File: src/rtl/imm_gen_pipe.sv
// RV32/RV64 immediate generator with a valid/ready output register and one skid entry.
// Also keeps a saturating count of accepted instructions with unrecognised opcodes.
module imm_gen_pipe #(
   parameter int XLEN  = 32,
   parameter int CNT_W = 8
) (
   input  logic             clk,
   input  logic             reset,
   input  logic             in_valid,
   output logic             in_ready,
   input  logic [31:0]      instr,
   output logic             out_valid,
   input  logic             out_ready,
   output logic [XLEN-1:0]  imm,
   output logic [2:0]       fmt,
   output logic             illegal,
   output logic [CNT_W-1:0] illegal_cnt
);

   typedef enum logic [2:0] {
      FMT_R   = 3'd0,
      FMT_I   = 3'd1,
      FMT_S   = 3'd2,
      FMT_B   = 3'd3,
      FMT_U   = 3'd4,
      FMT_J   = 3'd5,
      FMT_ILL = 3'd7
   } fmt_e;

   fmt_e            dec_fmt;
   logic [31:0]     dec_imm32;
   logic [XLEN-1:0] dec_imm;
   logic            dec_ill;

   always_comb begin
      dec_fmt = FMT_ILL;
      case (instr[6:0])
         7'b0000011,
         7'b0010011,
         7'b1100111,
         7'b1110011: dec_fmt = FMT_I;
         7'b0011011: dec_fmt = (XLEN == 64) ? FMT_I : FMT_ILL;
         7'b0100011: dec_fmt = FMT_S;
         7'b1100011: dec_fmt = FMT_B;
         7'b0110111,
         7'b0010111: dec_fmt = FMT_U;
         7'b1101111: dec_fmt = FMT_J;
         7'b0110011: dec_fmt = FMT_R;
         7'b0111011: dec_fmt = (XLEN == 64) ? FMT_R : FMT_ILL;
         default:    dec_fmt = FMT_ILL;
      endcase
   end

   // Every encoding keeps instr[31] as its top bit, so widening to XLEN is a plain sign extension.
   always_comb begin
      dec_imm32 = '0;
      case (dec_fmt)
         FMT_I: dec_imm32 = {{20{instr[31]}}, instr[31:20]};
         FMT_S: dec_imm32 = {{20{instr[31]}}, instr[31:25], instr[11:7]};
         FMT_B: dec_imm32 = {{19{instr[31]}}, instr[31], instr[7], instr[30:25],
                             instr[11:8], 1'b0};
         FMT_U: dec_imm32 = {instr[31:12], 12'h000};
         FMT_J: dec_imm32 = {{11{instr[31]}}, instr[31], instr[19:12], instr[20],
                             instr[30:21], 1'b0};
         default: dec_imm32 = '0;
      endcase
   end

   assign dec_imm = XLEN'($signed(dec_imm32));
   assign dec_ill = (dec_fmt == FMT_ILL);

   // Pipeline storage: output register (o_*) and skid register (s_*).
   logic            o_valid, s_valid, rdy_q;
   logic [XLEN-1:0] o_imm, s_imm;
   fmt_e            o_fmt, s_fmt;
   logic            o_ill, s_ill;
   logic [CNT_W-1:0] cnt_q;

   logic in_fire, load_out, skid_load, s_valid_nxt;

   always_comb begin
      in_fire     = in_valid & rdy_q;
      load_out    = ~o_valid | out_ready;
      // in_fire implies an empty skid, so the skid never has to load and drain together.
      skid_load   = in_fire & o_valid & ~out_ready;
      s_valid_nxt = skid_load | (s_valid & ~load_out);
   end

   always_ff @(posedge clk or posedge reset) begin
      if (reset) begin
         o_valid <= 1'b0;
         o_imm   <= '0;
         o_fmt   <= FMT_R;
         o_ill   <= 1'b0;
         s_valid <= 1'b0;
         s_imm   <= '0;
         s_fmt   <= FMT_R;
         s_ill   <= 1'b0;
         rdy_q   <= 1'b0;
      end else begin
         s_valid <= s_valid_nxt;
         rdy_q   <= ~s_valid_nxt;
         if (load_out) begin
            o_valid <= s_valid | in_fire;
            if (s_valid) begin
               o_imm <= s_imm;
               o_fmt <= s_fmt;
               o_ill <= s_ill;
            end else if (in_fire) begin
               o_imm <= dec_imm;
               o_fmt <= dec_fmt;
               o_ill <= dec_ill;
            end
         end
         if (skid_load) begin
            s_imm <= dec_imm;
            s_fmt <= dec_fmt;
            s_ill <= dec_ill;
         end
      end
   end

   always_ff @(posedge clk or posedge reset) begin
      if (reset) begin
         cnt_q <= '0;
      end else if (in_fire && dec_ill && (cnt_q != '1)) begin
         cnt_q <= cnt_q + CNT_W'(1);
      end
   end

   assign in_ready    = rdy_q;
   assign out_valid   = o_valid;
   assign imm         = o_imm;
   assign fmt         = o_fmt;
   assign illegal     = o_ill;
   assign illegal_cnt = cnt_q;

endmodule

File: config.mk
export PLATFORM = sky130hd
export DESIGN_NAME = imm_gen_pipe
export DESIGN_NICKNAME = d
export VERILOG_FILES = /design/src/rtl/imm_gen_pipe.sv
export SDC_FILE = /design/constraint.sdc
export NUM_CORES = 1
export LEC_CHECK = 0
export CELL_PAD_IN_SITES_DETAIL_PLACEMENT = 1
export CELL_PAD_IN_SITES_GLOBAL_PLACEMENT = 1
export CORE_ASPECT_RATIO = 1.5
export CORE_UTILIZATION = 39
export CTS_CLUSTER_DIAMETER = 150
export DETAILED_ROUTE_END_ITERATION = 8
export PLACE_DENSITY = 0.9
export SLEW_MARGIN = 20
export SYNTH_ARGS = -nofsm -noshare
export SYNTH_HDL_FRONTEND = slang
export SYNTH_SLANG_ARGS = --single-unit
File: constraint.sdc
create_clock -name clk -period 3.3 [get_ports clk]
set_input_delay 0.66 -clock clk [delete_from_list [all_inputs] [get_ports clk]]
set_output_delay 0.66 -clock clk [all_outputs]
set_load 0.02 [all_outputs]
# [Yosys cells after proc, flatten, opt, wreduce, memory -nomap -nowiden]
# Cells that the tools add are included.
[totals] regBits=83 latchBits=0 mem_bits_rw=0 rom_bits=0 in_bits=36 out_inout_bits=46 wordCells=53 memories=0
[op_classes] n_addsub=1 n_mul=0 div_mod_pow=0 magnitude_cmp=0 eq_ne=17 shift=0 muxes=8 bitwise_logic=11 reduce_logical=6
[ops] cell="32-bit case mux with 5 select lines" n=1
[ops] cell="32-bit two-way mux" n=2
[ops] cell="7-bit == test, second input constant" n=4
[ops] cell="7-bit by 6-bit == test with 1-bit output, second input constant" n=3
[ops] cell="3-bit case mux with 6 select lines" n=1
[ops] cell="7-bit by 5-bit == test with 1-bit output, second input constant" n=2
[ops] cell="3-bit == test, second input constant" n=3
[ops] cell="8-bit by 1-bit adder with 8-bit output, second input constant" n=1
[ops] cell="8-bit != test, second input constant" n=1
[ops] cell="7-bit by 2-bit == test with 1-bit output, second input constant" n=1
[ops] cell="3-bit by 2-bit == test with 1-bit output, second input constant" n=2
[ops] cell="3-bit two-way mux" n=2
[ops] cell="1-bit AND" n=4
[ops] cell="1-bit inverter" n=4
[ops] cell="4-bit OR reduction" n=1
[ops] cell="3-bit by 1-bit == test with 1-bit output, second input constant" n=1
[ops] cell="1-bit bitwise OR" n=3
[ops] cell="1-bit logical AND" n=2
[ops] cell="1-bit two-way mux" n=2
[ops] cell="2-bit AND reduction" n=1
[ops] cell="2-bit nonzero test" n=1
[ops] cell="2-bit OR reduction" n=1

# [Depth between registers and ports, before layout]
[depth] word_depth=7 depth_mapped=7 mapped_depth_nobuf=6

# [Worst setup path before layout]
# OpenSTA, ideal clock, no wires.
[synth_path] path_kind="input to register" from="input port instr[3]" to="register o_imm[1] (netlist: imm[1])" setup_ps=139 t_arrival_ps=1896 t_required_ps=3161 setup_slack_ps=1265 path_stages=7 n_path_buf=2 path_cell_list="buf_6 > nand4bb_4 > or3b_1 > buf_2 > and3_1 > a21oi_1 > o211ai_1"
[synth_between] elab_chain_len=7 elab_cells_between_ends=21 classes_between="eq/ne (15); mux (4); reduce/logical (2)"
[synth_lines] item="from (decl)" line="11" source="input logic [31:0] instr,"
[synth_lines] item="7-bit by 2-bit == test with 1-bit output, or another cell as far along" line="37" source="case (instr[6:0])"
[synth_lines] item="4-bit OR reduction or 2-bit OR reduction (tied branches)" line="37"
[synth_lines] item="3-bit case mux with 6 select lines *" line="37"
[synth_lines] item="3-bit == test, or another cell as far along" line="57" source="case (dec_fmt)"
[synth_lines] item="32-bit case mux with 5 select lines *" line="57"
[synth_lines] item="32-bit two-way mux *" line="109" source="end else if (in_fire) begin"
[synth_lines] item="32-bit two-way mux *" line="105" source="if (s_valid) begin"
[synth_lines] item="to (signal assigned)" line="106" source="o_imm <= s_imm;"
[synth_lines] item="to (signal assigned)" line="110" source="o_imm <= dec_imm;"
[synth_lines] item="to (decl)" line="74" source="logic [XLEN-1:0] o_imm, s_imm;"
# Every way passes the cells marked *; elsewhere a longest branch is shown, timed or not. The select of a mux whose other input is x is not followed.
# A chain may end at the register's enable or synchronous reset.

# [Final worst setup path]
[layout_path] from="input port instr[4]" to="register s_imm[30]"
[layout_between] elab_chain_len=5 elab_cells_between_ends=19 classes_between="eq/ne (15); mux (2); reduce/logical (2)"
[layout_lines] item="7-bit by 2-bit == test with 1-bit output, or another cell as far along" line="37"
[layout_lines] item="4-bit OR reduction or 2-bit OR reduction (tied branches)" line="37"
[layout_lines] item="3-bit case mux with 6 select lines *" line="37"
[layout_lines] item="3-bit == test, or another cell as far along" line="57"
[layout_lines] item="32-bit case mux with 5 select lines *" line="57"
[layout_lines] item="to (signal assigned)" line="116" source="s_imm <= dec_imm;"
[layout_lines] item="to (decl)" line="74"
# Every way passes the cells marked *; elsewhere a longest branch is shown, timed or not.

==> impl_metrics.yaml <==
sta:
  final.setup_skew_ps: 6.37
  holdWs_ps: 484
  final_max_slew_viol_count: 0
  setup_viol: 0
  setup_tns_ps: 0
  worst_slew_pin_slew_ps: 777
  fmax_mhz: 388
  relSlewSlack_pct: 46.9
  min_period_ps: 2580
  timing.final.crit_share_pct: 78.0
  rsz0062_at_grt: "false"
  hold_violations: 0
  fin_ws_ps: 724
pwr:
  p_clk_share_pct: 29.4
  combinationalPowerShare_pct: 30.5
  switchingPower_mw: 1.16
  leakagePower_nw: 2.13
  ir_worst_vdd_uv: 442
  pwr_density_cell_nw_per_um2: 683
  seqPwrFrac_pct: 40.2
  internal_power_mw: 2.39
  swShare_pct: 32.7
floorplanning:
  die-area_um2: 10600
  die_y_um: 125
  core_um2: 9740
  rows: 44
  ios: 82
  die_w_um: 84.2
  start_util_pct: 40.6
synth:
  ys_seq_area_share_pct: 52.5
  yosysUniqueCellTypes: 58
  async_flop_share_pct: 100
  synth_area_leaders: "dfrtp_1 52%, nand2_1 4.6%, nand3b_1 4.0%, a21oi_1 3.9%, o21ai_0 3.8%"
  ys.flop_type: "dfrtp_1"
  synth_nets: 433
  ys_warn_count: 0
  yosysTopAreaCell: "dfrtp_1"
  syn-mean-instance-area_um2: 9.99
  synth_edf_count: 0
  syn_inst: 396
  yosys_register_bits: 83
  synthesis.area_um2: 3960
  synth_top_cell_area_share_pct: 52.5
finish:
  drive_gt1_share_pct: 11.9
  layout_commonest_cell: "dfrtp_1"
  n_antenna_cell: 0
  fin_area_um2: 5200
  most-common-layout-cells: "83 x dfrtp_1, 81 x clkdlybuf4s50_1, 49 x nand2_1"
  final_nets: 511
  instances_no_fill: 592
  area.growth.synth_to_final_pct: 31.5
  nFillCells: 1084
clock_tree:
  clk_latency_ps: 350
  cts.htree.levels: 3
  cts_tree: "done"
  clk_pin_slew_worst_paths_ps: 60
  postCtsSetupBuffers: 0
  root_buffer: "clkbuf_16"
  cts_resized: 0
  cts.sinks: 83
  cts.hold.buffers_added: 0
  cts_buffers: 9
  clock_path_buffers: 2
drt:
  post_drt_wl_per_cell_um: 20.5
  drc: 10
  drt.antenna.violating_nets: 0
  vias_per_cell: 5.80
  vias: 3434
  wl_um: 12100
  drt_iter0_drc: 184
  first_pass_iters: 6
critical_path:
  arrival_ps: 2770
  crit_path_end: "s_imm[30]"
  crit_type: "input port to register"
  startpoint: "instr[4]"
  startpoint_type: "input port"
  crit_fanout: 11
  r2r_start: "s_valid"
  worst_setup_path_end_kind: "register"
  r2r_cells: 5
  regToRegSetupSlack_ps: 1240
  required_ps: 3500
  timing.rr.end: "imm[20]"
placed_design:
  gp_congestion: 0.845
  dpl_worst_slack_ps: 46.8
  port_buffers: 81
  dp.cells: 578
  placedInstanceArea_um2: 4900
  place_hpwl_um: 8240
global_route:
  grt_pass1_wl_um: 19700
  grt_max_degree: 47
  grt_pass1_vias: 3780
  grt_usage_pct: 24.5
  grt_overflow: 0
  antenna_found_initial: 0
status:
  violations: "design-rule violations"
  status: "finished with violations"
job:
  maxCapViolations: 0
min_path:
  hold_class: "register to register"
[worst max-delay path, stage by stage]
cell and delay (ps):
clkdlybuf4s50_1 640, nor2b_1 330, o311ai_4 170, and2b_1 220
nor2_2 580, a21oi_1 160
[kinds of logic (layout without fill, tap and decap cells)]
kind of cell	after synthesis	in the layout	synth area share (%)
adder cells (fa/ha/maj)	1	1	0.316
buffers and inverters	31	112	3.79
flip-flops	83	83	52.5
AND/OR/NAND/NOR	157	157	21.3
XOR/XNOR	8	8	1.77
AO/OA/AOI/OAI	114	114	19.8
multiplexers	2	2	0.538
[layer usage]
metal / routed length [um] / GRT usage (%) / up-vias
li1: - / - / 1555
met1: 4490 / 26.2 / 1725
met2: 6510 / 43.7 / 113
met3: 592 / 6.14 / 41
met4: 527 / 13.4 / 0
met5: 0 / 0 / -
[power groups by stage]
| stage | logic [mW] | registers [mW] | clock network, mW |
|---|---|---|---|
| after global placement | 1.03 | 1.42 | 0 |
| final | 1.08 | 1.43 | 1.04 |
| after CTS | 1.09 | 1.43 | 1.06 |
| after global routing | 1.16 | 1.45 | 1.09 |
| after floorplan | 0.408 | 1.58 | 0 |
| after detailed placement | 1.07 | 1.43 | 0 |
[sequential cells by signal, indices dropped and copies added (netlist names), 3 cells and up]
register and count:
imm 32, fmt 3, s_imm 32, s_fmt 3
illegal_cnt 8
[through the flow]
step	util, %	power, mW
6_report	53.4	3.55
5_1_grt	53.4	3.71
4_1_cts	53.4	3.57
3_5_place_dp	50.3	2.50
3_3_place_gp	50.3	2.44
2_1_floorplan	-	1.98
[cell type report]
cell class / count / area [um^2] / share of cell area, %
inverters: 5 / 20.0 / 0.385
flip-flops and latches: 83 / 2080 / 39.9
multi-input cells: 282 / 1730 / 33.3
repair buffers: 93 / 926 / 17.8
clock inverters: 2 / 35.0 / 0.673
well taps: 115 / 144 / 2.77
clock buffers: 12 / 267 / 5.12
[cells in the mapped netlist, types with 8 or more instances]
library cell,instances
dfrtp_1,83
nand2_1,49
nor2_1,32
a21oi_1,31
o21ai_0,30
nand3b_1,21
clkbuf_1,16
and3_1,11
nand3_1,11
a21oi_2,10
a31oi_1,8
[worst min path at each step]
| stage | from | to | slack [ps] | cells after the start |
|---|---|---|---|---|
| after floorplan | s_ill | s_ill | 450 | 2 |
| after global placement | s_imm[0] | s_imm[0] | 460 | 2 |
| after detailed placement | s_fmt[2] | s_fmt[2] | 480 | 2 |
| after CTS | s_imm[2] | s_imm[2] | 490 | 2 |
| after global routing | s_imm[2] | s_imm[2] | 510 | 2 |
| final | s_fmt[2] | s_fmt[2] | 480 | 2 |
Note: power is estimated with default switching activity, not from simulation.
